<file path="src/rtl/calc_pkg.sv">
// Shared state and opcode encodings for the calculator controller and LED driver.
package calc_pkg;

    typedef enum logic [2:0] {
        S_INPUT_A = 3'd0,
        S_INPUT_B = 3'd1,
        S_RESULT  = 3'd2,
        S_CALC    = 3'd3,
        S_ERROR   = 3'd4
    } state_t;

    typedef enum logic [1:0] {
        OP_ADD = 2'd0,
        OP_SUB = 2'd1,
        OP_MUL = 2'd2,
        OP_DIV = 2'd3
    } op_t;

endpackage

</file>
<file path="src/rtl/calc_divider.sv">
// Restoring divider, one quotient bit per cycle; done pulses W cycles after start.
// Instantiated by calc_ctrl only when CALC_DIV_EN is defined.
module calc_divider #(
    parameter int unsigned W = 8
) (
    input  logic         clk,
    input  logic         rst_n,
    input  logic         start,
    input  logic         abort,
    input  logic [W-1:0] dividend,
    input  logic [W-1:0] divisor,
    output logic         done,
    output logic [W-1:0] quotient
);

    localparam int unsigned CW = $clog2(W + 1);

    logic [W-1:0]  rem_q, quo_q, div_q;
    logic [W-1:0]  rem_n, quo_n;
    logic [W:0]    trial;
    logic [CW-1:0] cnt;

    // The final step is exposed combinationally so the result is usable on the W-th edge.
    always_comb begin
        trial = {rem_q, quo_q[W-1]};
        rem_n = trial[W-1:0];
        quo_n = {quo_q[W-2:0], 1'b0};
        if (trial >= {1'b0, div_q}) begin
            rem_n = trial[W-1:0] - div_q;
            quo_n = {quo_q[W-2:0], 1'b1};
        end
    end

    assign done     = (cnt == CW'(1));
    assign quotient = quo_n;

    always_ff @(posedge clk or negedge rst_n) begin
        if (!rst_n) begin
            rem_q <= '0;
            quo_q <= '0;
            div_q <= '0;
            cnt   <= '0;
        end else if (abort) begin
            cnt <= '0;
        end else if (start) begin
            rem_q <= '0;
            quo_q <= dividend;
            div_q <= divisor;
            cnt   <= CW'(W);
        end else if (cnt != '0) begin
            rem_q <= rem_n;
            quo_q <= quo_n;
            cnt   <= cnt - CW'(1);
        end
    end

endmodule

</file>
<file path="src/rtl/calc_ctrl.sv">
// Calculator sequencing FSM: operand capture, operator latch, arithmetic, result/error.
// Define CALC_DIV_EN to instantiate the divider; otherwise op 3 is an illegal operation.
module calc_ctrl
    import calc_pkg::*;
#(
    parameter int unsigned W = 8
) (
    input  logic         clk,
    input  logic         rst_n,
    input  logic [W-1:0] sw,
    input  logic [1:0]   op_sel,
    input  logic         btn_ok,
    input  logic         btn_clr,
    output logic [2:0]   current_state,
    output logic [W-1:0] data_saved,
    output logic         err,
    output logic         busy
);

    state_t         state;
    op_t            op;
    logic [W-1:0]   a, b;
    logic           ok_q, clr_q;
    logic           ok_p, clr_p;
    logic [W-1:0]   sum, diff;
    logic           carry;
    logic [2*W-1:0] prod;

    assign ok_p          = btn_ok & ~ok_q;
    assign clr_p         = btn_clr & ~clr_q;
    assign current_state = state;

    assign {carry, sum} = {1'b0, a} + {1'b0, b};
    assign diff         = a - b;
    assign prod         = {{W{1'b0}}, a} * {{W{1'b0}}, b};

`ifdef CALC_DIV_EN
    logic         div_start, div_done;
    logic [W-1:0] div_quotient;

    // Start on the same edge that enters S_CALC so the divide occupies exactly W cycles.
    assign div_start = (state == S_INPUT_B) && ok_p && !clr_p &&
                       (op_t'(op_sel) == OP_DIV) && (sw != '0);

    calc_divider #(.W(W)) u_divider (
        .clk      (clk),
        .rst_n    (rst_n),
        .start    (div_start),
        .abort    (clr_p),
        .dividend (a),
        .divisor  (sw),
        .done     (div_done),
        .quotient (div_quotient)
    );
`endif

    always_ff @(posedge clk or negedge rst_n) begin
        if (!rst_n) begin
            state      <= S_INPUT_A;
            op         <= OP_ADD;
            a          <= '0;
            b          <= '0;
            data_saved <= '0;
            err        <= 1'b0;
            busy       <= 1'b0;
            ok_q       <= 1'b1;
            clr_q      <= 1'b1;
        end else begin
            ok_q  <= btn_ok;
            clr_q <= btn_clr;
            if (clr_p) begin
                state      <= S_INPUT_A;
                data_saved <= '0;
                err        <= 1'b0;
                busy       <= 1'b0;
            end else begin
                case (state)
                    S_INPUT_A: if (ok_p) begin
                        a          <= sw;
                        data_saved <= sw;
                        state      <= S_INPUT_B;
                    end
                    S_INPUT_B: if (ok_p) begin
                        b     <= sw;
                        op    <= op_t'(op_sel);
                        state <= S_CALC;
                        busy  <= 1'b1;
                    end
                    S_CALC: begin
                        case (op)
                            OP_ADD: begin
                                data_saved <= sum;
                                err        <= carry;
                                state      <= S_RESULT;
                                busy       <= 1'b0;
                            end
                            OP_SUB: begin
                                data_saved <= diff;
                                err        <= (a < b);
                                state      <= S_RESULT;
                                busy       <= 1'b0;
                            end
                            OP_MUL: begin
                                data_saved <= prod[W-1:0];
                                err        <= |prod[2*W-1:W];
                                state      <= S_RESULT;
                                busy       <= 1'b0;
                            end
                            OP_DIV: begin
`ifdef CALC_DIV_EN
                                if (b == '0) begin
                                    err   <= 1'b1;
                                    state <= S_ERROR;
                                    busy  <= 1'b0;
                                end else if (div_done) begin
                                    data_saved <= div_quotient;
                                    err        <= 1'b0;
                                    state      <= S_RESULT;
                                    busy       <= 1'b0;
                                end
`else
                                err   <= 1'b1;
                                state <= S_ERROR;
                                busy  <= 1'b0;
`endif
                            end
                            default: ;
                        endcase
                    end
                    S_RESULT: if (ok_p) begin
                        a     <= data_saved;
                        err   <= 1'b0;
                        state <= S_INPUT_B;
                    end
                    S_ERROR: if (ok_p) begin
                        data_saved <= '0;
                        err        <= 1'b0;
                        state      <= S_INPUT_A;
                    end
                    default: begin
                        state <= S_INPUT_A;
                        busy  <= 1'b0;
                    end
                endcase
            end
        end
    end

endmodule

</file>
<file path="config.mk">
export PLATFORM = sky130hd
export DESIGN_NAME = calc_ctrl
export DESIGN_NICKNAME = d
export VERILOG_FILES = /design/src/rtl/calc_pkg.sv /design/src/rtl/calc_divider.sv /design/src/rtl/calc_ctrl.sv
export SDC_FILE = /design/constraint.sdc
export NUM_CORES = 1
export LEC_CHECK = 0
export ABC_CLOCK_PERIOD_IN_PS = 7200
export CAP_MARGIN = 20
export CORE_MARGIN = 2
export CORE_UTILIZATION = 34
export CTS_BUF_LIST = sky130_fd_sc_hd__clkbuf_16
export CTS_CLUSTER_SIZE = 40
export DETAILED_ROUTE_END_ITERATION = 8
export SKIP_LAST_GASP = 1
export SYNTH_ARGS = -nofsm -noshare
export SYNTH_HDL_FRONTEND = slang
export SYNTH_SLANG_ARGS = --single-unit
</file>
<file path="constraint.sdc">
create_clock -name clk -period 7.2 [get_ports clk]
set_input_delay 1.08 -clock clk [delete_from_list [all_inputs] [get_ports clk]]
set_output_delay 1.08 -clock clk [all_outputs]
set_load 0.01 [all_outputs]
</file>
==> run metrics, run 1 <==
outcome=finished, final reports clean; final setup TNS=0 ns; highest clock rate=about 210 MHz; Clock Tree Buf Depth=2; TritonCTS clock tree=yes; final hold viol count=0; vias in the first global route=~3800; Num CTS Buffers=5; Distinct cells, synth=62; met1 usage=a little under a quarter; number of placement rows=41; first-pass GRT wire length=between 15000 and 20000 um; end of the worst register-to-register path=err$_DFFE_PN0P_; Yosys reg bits=33; CTS hold repair buffers=0; DRT Pass-1 Iters=5; Top FF cell, synth=dfrtp_1; CP Max Fanout=12; Starting Density=34.9%; grt met3 use=approximately 2.3%; kind of critical path=reg -> reg; GRT Total Usage=between 15 and 20%; Worst Hold End=data_saved[1]$_DFFE_PN0P_; H-tree depth=2; worst min-delay path startpoint=data_saved[1]$_DFFE_PN0P_; Async SR Flop Fraction=100%; Clk Latency, worst-skew pair=0.29 ns; Vias/cell=roughly 5.2; Worst Reg-to-Reg Cells=16; most common cell after layout, fill and taps aside=inv_1; Synth Instances=~500; Slew @ Worst Pin=about 0.8 ns; total gr overflow=0; # setup viols final=0; initial antenna violation count=0; first-iteration detailed-routing DRC count=a little under 200; met2 GRT Util=between 20% and 30%; yosys warns=0; die area=about 14000 um^2; RePlAce Congestion=0.971; post-synthesis cell area=4410 um^2; CTS root buf=clkbuf_16; CP Capture Type=flip-flop; EDFF count, synth=0; share of post-route cells with drive strength above 1=about 4.9%; I/O pin cnt=27; hold depth=2; clock skew=~0.0080 ns; Fill cells=~1300; RSZ-0062 raised after global routing=false; drt total wl=11200 um; setup bufs post-CTS=0; crit-path max cell delay=approximately 0.6 ns; die height=between 100 and 150 um; Clock transition at path regs=0.06 ns; Max Cap Viol=0; clock sinks=33; most frequent cells in the layout=inv_1 (73), ha_1 (56), nand2_1 (44); PortBufs=26; ant diodes=0; Die Width=118 um; Max-slew headroom=46.0%; Final Cycle Share=65.2%; post-DP HPWL=roughly 8900 um; largest net degree at the start of global routing=34; arrival time worst endpoint=approximately 4.9 ns; P&R area growth vs syn=13.8%; setup slack, reg-to-reg=between 2 and 3 ns; Synthesized Nets=617; via count=3691; sequential area share after synthesis=18.8%; Required @ worst endpoint=7.37 ns; cells along the critical path=nand2_1 > fa_1 > fa_1 > inv_1 > fa_1 > inv_1 > fa_1 > inv_1 > ha_1 > o21ai_0 > nor2_1 > o31a_1 > a21oi_1 > nor4_2 > nand3_1 > o32a_1; Net count, final=around 640; core region area=12600 um^2; worst hold path class=reg -> reg; Synth Area per Inst=8.66 um^2; Slowest cell on crit path=dfrtp_1; most used routing layer=met2; fin. max-slew vios=0; post-route minimum period=around 4.7 ns; post-route ant nets=0; most frequent CP cell=fa_1; DRC=0; r2r startpoint=a[1]$_DFFE_PN0P_; Post-CTS Resized=0; startpoint types=flip-flop; DR WL/cell=approximately 16 um
-- metal layers --
layer / wire length (um) / up-vias / share of wire [%]
li1: - / 1774 / -
met1: 5180 / 1806 / 46
met2: 5390 / 100 / 48
met3: 477 / 11 / 4.3
met4: 111 / 0 / 0.99
met5: 0 / - / 0
-- logic make-up after synthesis --
logic type / share of synthesized area (%)
adder cells (fa/ha/maj): 33.2
XOR/XNOR: 1.79
AO/OA/AOI/OAI: 19.0
multiplexers: 2.30
buffers and inverters: 7.61
flip-flops: 18.8
AND/OR/NAND/NOR: 17.3
-- worst max-delay path, delay by kind of cell (launching register included) --
family | cells | cell delay, ns
flip-flops | 1 | 0.60
AO/OA/AOI/OAI | 4 | 0.66
adder cells (fa/ha/maj) | 5 | 2.47
buffers and inverters | 3 | 0.15
AND/OR/NAND/NOR | 4 | 0.70
-- final cells by class --
type / count / area (um^2) / area share [%]
Clock buffer: 5 / 125 / 2.50
Clock inverter: 3 / 37.5 / 0.749
Inverter: 72 / 270 / 5.39
Multi-Input combinational cell: 392 / 3240 / 64.7
Sequential cell: 33 / 828 / 16.5
Tap cell: 172 / 215 / 4.29
Timing Repair Buffer: 30 / 294 / 5.86
-- metrics by stage --
step | setup slack (ns) | hold slack, ns | instances | area [um^2] | utilization [%]
after floorplan | 2.83 | 0.526 | 509 | 4410 | -
after global placement | 2.60 | 0.513 | 698 | 4840 | 38.4
after detailed placement | 2.49 | 0.521 | 699 | 4850 | 38.4
after CTS | 2.48 | 0.534 | 707 | 5010 | 39.7
after global routing | 2.18 | 0.566 | 707 | 5010 | 39.7
final | 2.50 | 0.525 | 707 | 5010 | 39.7
-- worst max path at each step --
stage                                 from         endpoint  slack [ns]  cells past startpoint
after global routing      a[1]$_DFFE_PN0P_  err$_DFFE_PN0P_        2.18                     16
final                     a[1]$_DFFE_PN0P_  err$_DFFE_PN0P_        2.50                     16
after floorplan           a[1]$_DFFE_PN0P_  err$_DFFE_PN0P_        2.83                     16
after detailed placement  a[1]$_DFFE_PN0P_  err$_DFFE_PN0P_        2.49                     16
after global placement    a[1]$_DFFE_PN0P_  err$_DFFE_PN0P_        2.60                     16
after CTS                 a[1]$_DFFE_PN0P_  err$_DFFE_PN0P_        2.48                     16
-- flip-flops by register name, summed over array words and instances, names as in the netlist --
name           cells
busy               1
current_state      3
data_saved         8
ok_q               1
op                 2
b                  8
err                1
a                  8
clr_q              1
-- cell usage after synthesis, types with 3 or more instances --
master,instances,area share (%)
inv_1,72,6.1
ha_1,56,16
nand2_1,44,3.7
nor2_1,40,3.4
fa_1,38,17
a21oi_1,34,3.9
and2_1,32,4.5
dfrtp_1,31,18
o21ai_0,31,3.5
nand2b_1,11,1.6
mux2i_1,9,2.0
nor3_1,7,0.79
a22oi_1,6,1.0
a211oi_1,5,0.85
clkbuf_1,5,0.43
nand3_1,5,0.57
nor2b_1,5,0.71
o21bai_1,5,0.85
xor2_1,5,0.99
a31oi_1,4,0.57
o21ai_1,4,0.45
xnor2_1,4,0.79
a21o_1,3,0.51
buf_2,3,0.34
o21a_1,3,0.51
or3_1,3,0.43
Power of run 1 is left out: the tool's default activity adds up to more than one toggle a clock period on the data nets, which glitch-free logic cannot reach.
==> run 2, diff against run 1 <==
--- a/config.mk
+++ b/config.mk
@@ -5,7 +5,7 @@
 export SDC_FILE = /design/constraint.sdc
 export NUM_CORES = 1
 export LEC_CHECK = 0
-export ABC_CLOCK_PERIOD_IN_PS = 7200
+export ABC_CLOCK_PERIOD_IN_PS = 4800
 export CAP_MARGIN = 20
 export CORE_MARGIN = 2
 export CORE_UTILIZATION = 34
==> constraint.sdc (replaced) <==
create_clock -name clk -period 4.8 [get_ports clk]
set_input_delay 0.72 -clock clk [delete_from_list [all_inputs] [get_ports clk]]
set_output_delay 0.72 -clock clk [all_outputs]
set_load 0.01 [all_outputs]
==> run metrics, run 2 (synthesized netlist as in run 1, its figures left out) <==
die area=13900 um^2 (unchanged); post-route ant nets=0 (unchanged); Slew @ Worst Pin=0.871 ns (+0.0672 ns); CP Max Fanout=9 (-3); TritonCTS clock tree=yes; Clk Latency, worst-skew pair=0.28 ns (about the same); ant diodes=0 (unchanged); most frequent cells in the layout=inv_1 (73), ha_1 (55), nand2_1 (44); DR top layer=met4; outcome=finished, final reports clean; # setup viols final=0 (unchanged); arrival time worst endpoint=4.77 ns (-0.10 ns); Clock Tree Buf Depth=2 (unchanged); CTS hold repair buffers=0 (unchanged); post-DP HPWL=9130 um (+2.2%); Max-slew headroom=41.5% (-4.5 points); Die Width=118 um (unchanged); DRC=0 (unchanged); share of post-route cells with drive strength above 1=7.71% (+2.8 points); Area after DPL=4920 um^2 (+1.3%); first-pass GRT wire length=18900 um (-1.0%); Num CTS Buffers=5 (unchanged); CP Capture Type=flip-flop; vias in the first global route=3789 (+0.80%); fin. max-slew vios=0 (unchanged); worst hold path class=reg -> reg; core region area=12600 um^2 (unchanged); first-iteration detailed-routing DRC count=210 (+7.1%); Final Cycle Share=95.8% (+31 points); post-route minimum period=4.60 ns (-0.0977 ns); startpoint types=flip-flop; via count=3748 (+1.5%); GRT Total Usage=16.7% (-0.13 points); routed length on met3=587 um (+23%); Max Cap Viol=0 (unchanged); kind of critical path=reg -> reg; PortBufs=26 (unchanged); initial antenna violation count=0 (unchanged); final hold viol count=0 (unchanged); final setup TNS=0 ns (unchanged); highest clock rate=217 MHz (+2.1%); I/O pin cnt=27 (unchanged); Starting Density=34.9% (unchanged); Vias/cell=5.23 (+0.13%); Post-CTS Resized=0 (unchanged); DRT Pass-1 Iters=5 (unchanged); Non-Filler Instances=717 (+1.4%); die height=118 um (unchanged); largest net degree at the start of global routing=34 (unchanged); clock sinks=33 (unchanged); setup bufs post-CTS=0 (unchanged); Cells after DPL=708 (+1.3%); Clock transition at path regs=0.06 ns (about the same); CTS root buf=clkbuf_16; top flop regs=a x8, b x8, data_saved x8; H-tree depth=2 (unchanged); number of placement rows=41 (unchanged); Net count, final=652 (+1.6%); most common cell after layout, fill and taps aside=inv_1; clock skew=0.00815 ns (+0.000192 ns); DR WL/cell=15.8 um (about the same); WL met2=5420 um (+0.61%); RSZ-0062 raised after global routing=false; P&R area growth vs syn=15.0%; Fill cells=1311 (-0.91%); total gr overflow=0 (unchanged); drt total wl=11300 um (+1.3%); fin area=5070 um^2 (+1.1%); Required @ worst endpoint=4.97 ns (-2.40 ns); M1 WL=5120 um (-1.2%); RePlAce Congestion=0.964 (-0.73%); final hold slack=0.517 ns (-0.00802 ns)
run 2: cell count changes in the layout (fill, tap and decap cells not counted), sizes merged:
| cell | change |
|---|---|
| bufinv | -1 |
| buf | +10 |
| clkinv | +1 |
run 2: per-stage QoR:
stage                     setup slack, ns  util [%]
after floorplan                     0.431         -
after global placement              0.226      39.0
after detailed placement            0.112      39.0
after CTS                          0.0952      40.1
after global routing             0.000865      40.2
final                               0.201      40.2
run 2: critical path, cell delays in order (launching register included):
cell	delay (ns)
dfrtp_2	0.46
and2_1	0.19
fa_1	0.53
inv_1	0.05
fa_1	0.47
inv_1	0.05
fa_1	0.52
inv_1	0.05
fa_1	0.52
inv_1	0.04
ha_1	0.34
o21ai_0	0.13
nor2_2	0.18
o31a_1	0.15
a21oi_1	0.05
nor4_2	0.27
nand3_1	0.11
o32a_1	0.36
run 2: cell type report:
class | instances | area [um^2] | share of cell area [%]
flip-flops and latches | 33 | 832 | 16.4
well taps | 172 | 215 | 4.24
clock inverters | 3 | 13.8 | 0.271
clock buffers | 5 | 125 | 2.47
multi-input cells | 392 | 3250 | 64.1
inverters | 72 | 270 | 5.33
repair buffers | 40 | 365 | 7.20
run 2: final timing paths:
| path | end | slack, ns | startpoint | cells after the start |
|---|---|---|---|---|
| worst min-delay path | data_saved[2]$_DFFE_PN0P_ | 0.52 | data_saved[2]$_DFFE_PN0P_ | 2 |
| worst max-delay path | err$_DFFE_PN0P_ | 0.20 | b[4]$_DFFE_PN0P_ | 17 |
| worst min register to register | data_saved[2]$_DFFE_PN0P_ | 0.52 | data_saved[2]$_DFFE_PN0P_ | 2 |
| min in group asynchronous | data_saved[7]$_DFFE_PN0P_ | 0.86 | rst_n | 2 |
| worst max register to register | err$_DFFE_PN0P_ | 0.20 | b[4]$_DFFE_PN0P_ | 17 |
| max in group asynchronous | clr_q$_DFF_PN1_ | 3.60 | rst_n | 2 |
run 2: per-layer routing:
layer | track usage (%) | vias to the layer above
met5 | 0 | -
met4 | 3.99 | 0
met3 | 2.33 | 20
met2 | 28.2 | 111
met1 | 22.5 | 1830
li1 | - | 1787
Power of run 2 is left out for the same reason.
==> run 3, diff against run 2 <==
--- a/config.mk
+++ b/config.mk
@@ -12,6 +12,7 @@
 export CTS_BUF_LIST = sky130_fd_sc_hd__clkbuf_16
 export CTS_CLUSTER_SIZE = 40
 export DETAILED_ROUTE_END_ITERATION = 8
+export HOLD_SLACK_MARGIN = 0.12
 export SKIP_LAST_GASP = 1
 export SYNTH_ARGS = -nofsm -noshare
 export SYNTH_HDL_FRONTEND = slang
==> results of run 3 <==
No change in the layout: final DEF, timing and power equal those of run 2.
Power of run 3 is left out for the same reason.
==> edit 1 (flow settings as in run 3) <==
Add a define of `CALC_DIV_EN`.
--- a/src/rtl/calc_ctrl.sv
+++ b/src/rtl/calc_ctrl.sv
@@ -1,5 +1,7 @@
 // Calculator sequencing FSM: operand capture, operator latch, arithmetic, result/error.
 // Define CALC_DIV_EN to instantiate the divider; otherwise op 3 is an illegal operation.
+`define CALC_DIV_EN
+
 module calc_ctrl
     import calc_pkg::*;
 #(
Function: changed (a bounded check fails within 10 cycles, from zero or initial values and one cycle with rst_n low).
==> edit 1 against run 3 <==
- die area rose by 39%
- routed wire length grew 47%
- critical path type unchanged
- core utilization up 0.68 points
- final area rose by 45%
- synthesized area grew 41%
- clock skew decreased by 0.0014 ns
- worst setup slack worse by 0.077 ns
- first-iteration DRC count rose by 110%
- critical path depth is 1 lower
- critical endpoint unchanged
- sequential cell count rose by 28
Power is left out: the tool's default activity adds up to more than one toggle a clock period on the data nets, which glitch-free logic cannot reach.
==> edit 1: results (changes against run 3) <==
[run_status]
status = finished clean

[synth]
syn_nets = 831  ; +35%
synth_area_leaders = dfrtp_1 (24%), fa_1 (13%), ha_1 (13%)
ys.warnings.count = 0  ; unchanged
synth-main-ff-cell = dfrtp_1
synth.top_cells.by_count = nand2_1 (87), inv_1 (85), ha_1 (62)
synth_cell_type_count = 66  ; +6.5%
avgSynthCellArea_um2 = 8.67  ; about the same
postSynth.asyncResetShare_pct = 100  ; unchanged
ys_seq_area_share_pct = 24.6  ; +5.9 points

[final_layout]
fin_nets = 883  ; +35%
diodes = 0  ; unchanged
nFillCells = 1808  ; +38%
drive_gt1_share_pct = 15.5  ; +7.8 points
fin_cells = 1002  ; +40%

[worst_setup_path]
crit_path_top_delay_cell = fa_1
cp.arrival_ns = 4.89  ; +0.12 ns
max_stage_delay_ns = 0.53  ; about the same
crit_family = adder cells
path_max_fanout = 5  ; -4

[grt]
grt_max_degree = 56  ; +65%
grt_pass1_vias = 5186  ; +37%
grt_pass1_wl_um = 26900  ; +43%
grt_use_total_pct = 17.3  ; +0.63 points
antenna_found_initial = 0  ; unchanged

[clock_network]
cts_buffers = 9  ; +4
cts_root_buf = clkbuf_16
clk_pin_slew_ns = 0.06  ; about the same
htreeDepth = 3  ; +1
ctsLongestPathBuffers = 2  ; unchanged
clock_latency_ns = 0.33  ; +0.05 ns

[drt]
dr.first_iter.drc_count = 435  ; +110%
first_pass_iters = 5  ; unchanged
post_drt_wl_per_cell_um = 16.6  ; +5.3%
viasPerCell = 5.26  ; +0.61%

[place]
port_buffers = 26  ; unchanged
gp_congestion = 0.878  ; -9.0%
placed_cells = 977  ; +38%
place_hpwl_um = 12700  ; +39%

[sta]
fin_skew_ns = 0.00675  ; -0.00140 ns
tightest_slew_ns = 0.900  ; +0.0293 ns

[hold_path]
hold_class = input pin to async pin

==> edit 1: cell types whose count changed in the layout (fill, tap and decap cells not counted), moves of 9 or more <==
cell / before / now
nor2_1: 39 / 51
mux2_2: 1 / 10
inv_1: 73 / 84
buf_4: 14 / 40
o21ai_0: 31 / 48
nand3_1: 5 / 16
dfrtp_1: 28 / 48
nor2b_1: 5 / 14
nand2_1: 44 / 86
==> edit 1: per-stage QoR <==
step | setup slack, ns | area, um^2 | setup TNS (ns)
floorplan | 0.000564 | 6210 | 0
global placement | 0.0955 | 6850 | 0
detailed placement | -0.000543 | 6850 | -0.000543
CTS | 0.0205 | 7160 | 0
global route | 0.00726 | 7340 | 0
finish | 0.124 | 7340 | 0
==> edit 1: final timing paths <==
check / startpoint / endpoint / slack, ns / cells past startpoint
hold / removal: rst_n / u_divider.rem_q[2]$_DFFE_PN0P_ / 0.21 / 1
setup reg to reg: b[4]$_DFFE_PN0P_ / err$_DFFE_PN0P_ / 0.12 / 16
min in group clk: busy$_DFFE_PN0P_ / busy$_DFFE_PN0P_ / 0.49 / 2
setup / recovery: b[4]$_DFFE_PN0P_ / err$_DFFE_PN0P_ / 0.12 / 16
hold reg to reg: busy$_DFFE_PN0P_ / busy$_DFFE_PN0P_ / 0.49 / 2
max in group asynchronous: rst_n / a[1]$_DFFE_PN0P_ / 3.58 / 2
==> edit 1: timing repair <==
action	4_1_cts	5_1_grt
resized for setup	1	34
hold buffers	0	0
buffers inserted	0	9
setup endpoints to repair	1	2
pin swaps	0	16
==> edit 1: metal layers <==
metal  track usage (%)  wire length (um)  vias to the layer above
met4              3.93               163                        0
met2              27.4              7740                      133
met5                 0                 0                        -
met3              4.04               870                       15
li1                  -                 -                     2556
met1              24.1              7880                     2566
==> edit 1: logic make-up (layout without fill, tap and decap cells) <==
group           count (synthesis)  in the layout  synth area share [%]
flops                          61             61                  24.6
buf+inv                       113            170                  7.46
mux                            26             26                  5.28
compound gates                158            158                  16.4
xor+xnor                       18             18                  2.54
fa+ha+maj                     101            101                  25.1
simple gates                  239            239                  18.6
==> edit 1: cell type report <==
type | instances | area share, %
clock buffers | 9 | 3.07
clock inverters | 7 | 1.01
inverters | 87 | 4.45
multi-input cells | 542 | 58.8
flip-flops and latches | 61 | 21.0
well taps | 229 | 3.90
repair buffers | 67 | 7.72
==> edit 2 (settings of run 3) <==
Without the edit above. Put one more register stage on the output `current_state`, cleared by the reset. The value now appears one clock later. The other outputs are not delayed to match.
--- a/src/rtl/calc_ctrl.sv
+++ b/src/rtl/calc_ctrl.sv
@@ -28,7 +28,13 @@
 
     assign ok_p          = btn_ok & ~ok_q;
     assign clr_p         = btn_clr & ~clr_q;
-    assign current_state = state;
+    always_ff @(posedge clk or negedge rst_n) begin
+        if (!rst_n) begin
+            current_state <= '0;
+        end else begin
+            current_state <= state;
+        end
+    end
 
     assign {carry, sum} = {1'b0, a} + {1'b0, b};
     assign diff         = a - b;
Function: changed (Yosys sat finds a counterexample within 4 cycles, from zero or initial values and one cycle with rst_n low).
==> edit 2 against run 3 <==
- first-iteration DRC count is 33% higher
- sequential cell count is 3 higher
- final area is 1.7% higher
- core utilization is 1.2 points lower
- worst setup slack better by 0.064 ns
- synthesized area is 4.3% higher
- fmax is 1.4% higher
- routed wire length is 5.5% higher
- highest routed layer unchanged
Power is left out: the tool's default activity adds up to more than one toggle a clock period on the data nets, which glitch-free logic cannot reach.
==> edit 2: results (changes against run 3) <==
[run_status]
status = finished clean

[synth]
synth_cell_type_count = 61  ; -1.6%
ys_seq_area_share_pct = 19.7  ; +0.87 points
avgSynthCellArea_um2 = 8.48  ; -2.1%
synth.top_cells.by_count = inv_1 (77), nand2_1 (65), ha_1 (56)
postSynth.asyncResetShare_pct = 100  ; unchanged
synth_area_leaders = dfrtp_1 (19%), fa_1 (17%), ha_1 (15%)
syn_nets = 650  ; +5.3%

[place]
place_hpwl_um = 9640  ; +5.6%
placed_cells = 732  ; +3.4%
gp_congestion = 0.866  ; -10%
place_area_um2 = 5020  ; +2.1%

[clock_network]
clk_pin_slew_ns = 0.06  ; about the same
cts.repair.resized = 0  ; unchanged
post_cts_buffers = 0  ; unchanged

[final_layout]
drive_gt1_share_pct = 5.33  ; -2.4 points
nFillCells = 1349  ; +2.9%
fin_cells = 739  ; +3.1%
fin_nets = 671  ; +2.9%
reg_top3 = a (8), b (8), data_saved (8)

[hold_path]
holdPathEnd = data_saved[2]$_DFFE_PN0P_
worstHoldPathCells = 2  ; unchanged

[sta]
fin_skew_ns = 0.00453  ; -0.00362 ns
tightest_slew_ns = 1.02  ; +0.148 ns

[grt]
grt_max_degree = 37  ; +8.8%
use_met1_pct = 24.3  ; +1.8 points
grtUsageMet3_pct = 2.17  ; -0.16 points
grt_pass1_wl_um = 19800  ; +4.7%
grt_pass1_vias = 3891  ; +2.7%
antenna_found_initial = 0  ; unchanged
grt_use_total_pct = 17.2  ; +0.52 points
use_met2_pct = 28.5  ; +0.25 points

[worst_setup_path]
reg2reg_from = b[4]$_DFFE_PN0P_
r2r_end = err$_DFFE_PN0P_
r2r_cells = 16  ; -1
crit_path_top_delay_cell = fa_1
r2r_slack_ns = 0.27  ; +0.06 ns

[drt]
wirelength_um = 11900  ; +5.5%
dr.first_iter.drc_count = 280  ; +33%
via_count = 3866  ; +3.1%

[edit 2: layer usage]
layer | wire, um | part of all wire [%]
met3 | 601 | 5.0
met1 | 5620 | 47
met4 | 150 | 1.3
met2 | 5560 | 47
met5 | 0 | 0
[edit 2: cell type report]
| cell class | instances | area, um^2 | area share (%) |
|---|---|---|---|
| Sequential cell | 36 | 907 | 17.6 |
| Tap cell | 176 | 220 | 4.27 |
| Timing Repair Buffer | 31 | 293 | 5.68 |
| Multi-Input combinational cell | 411 | 3310 | 64.2 |
| Clock buffer | 5 | 125 | 2.43 |
| Clock inverter | 2 | 7.51 | 0.146 |
| Inverter | 78 | 293 | 5.68 |
[edit 2: logic make-up after synthesis]
family	share of synthesized area (%)
compound gates	18.6
xor+xnor	2.67
simple gates	18.2
buf+inv	8.30
mux	0.681
flops	19.7
fa+ha+maj	31.8
[edit 2: how the worst max path moves through the flow]
stage | depth (start not counted) | slack (ns) | to | start
final | 16 | 0.27 | err$_DFFE_PN0P_ | b[4]$_DFFE_PN0P_
after global routing | 15 | 0.007 | err$_DFFE_PN0P_ | b[4]$_DFFE_PN0P_
after CTS | 15 | 0.14 | err$_DFFE_PN0P_ | a[4]$_DFFE_PN0P_
after detailed placement | 15 | 0.13 | err$_DFFE_PN0P_ | a[4]$_DFFE_PN0P_
after global placement | 15 | 0.28 | err$_DFFE_PN0P_ | a[5]$_DFFE_PN0P_
after floorplan | 15 | 0.48 | err$_DFFE_PN0P_ | a[4]$_DFFE_PN0P_
[edit 2: stage by stage]
step	hold slack, ns	setup WS, ns
2_1_floorplan	0.362	0.484
3_3_place_gp	0.505	0.276
3_5_place_dp	0.524	0.132
4_1_cts	0.536	0.136
6_report	0.528	0.265
5_1_grt	0.581	0.00660
[edit 2: tightest hold or removal path: cells and delay by family, from the launching register on]
kind | cells | cell delay, ns
DFF | 1 | 0.37
AOI/OAI and AO/OA | 1 | 0.07
and+or+nand+nor | 1 | 0.05
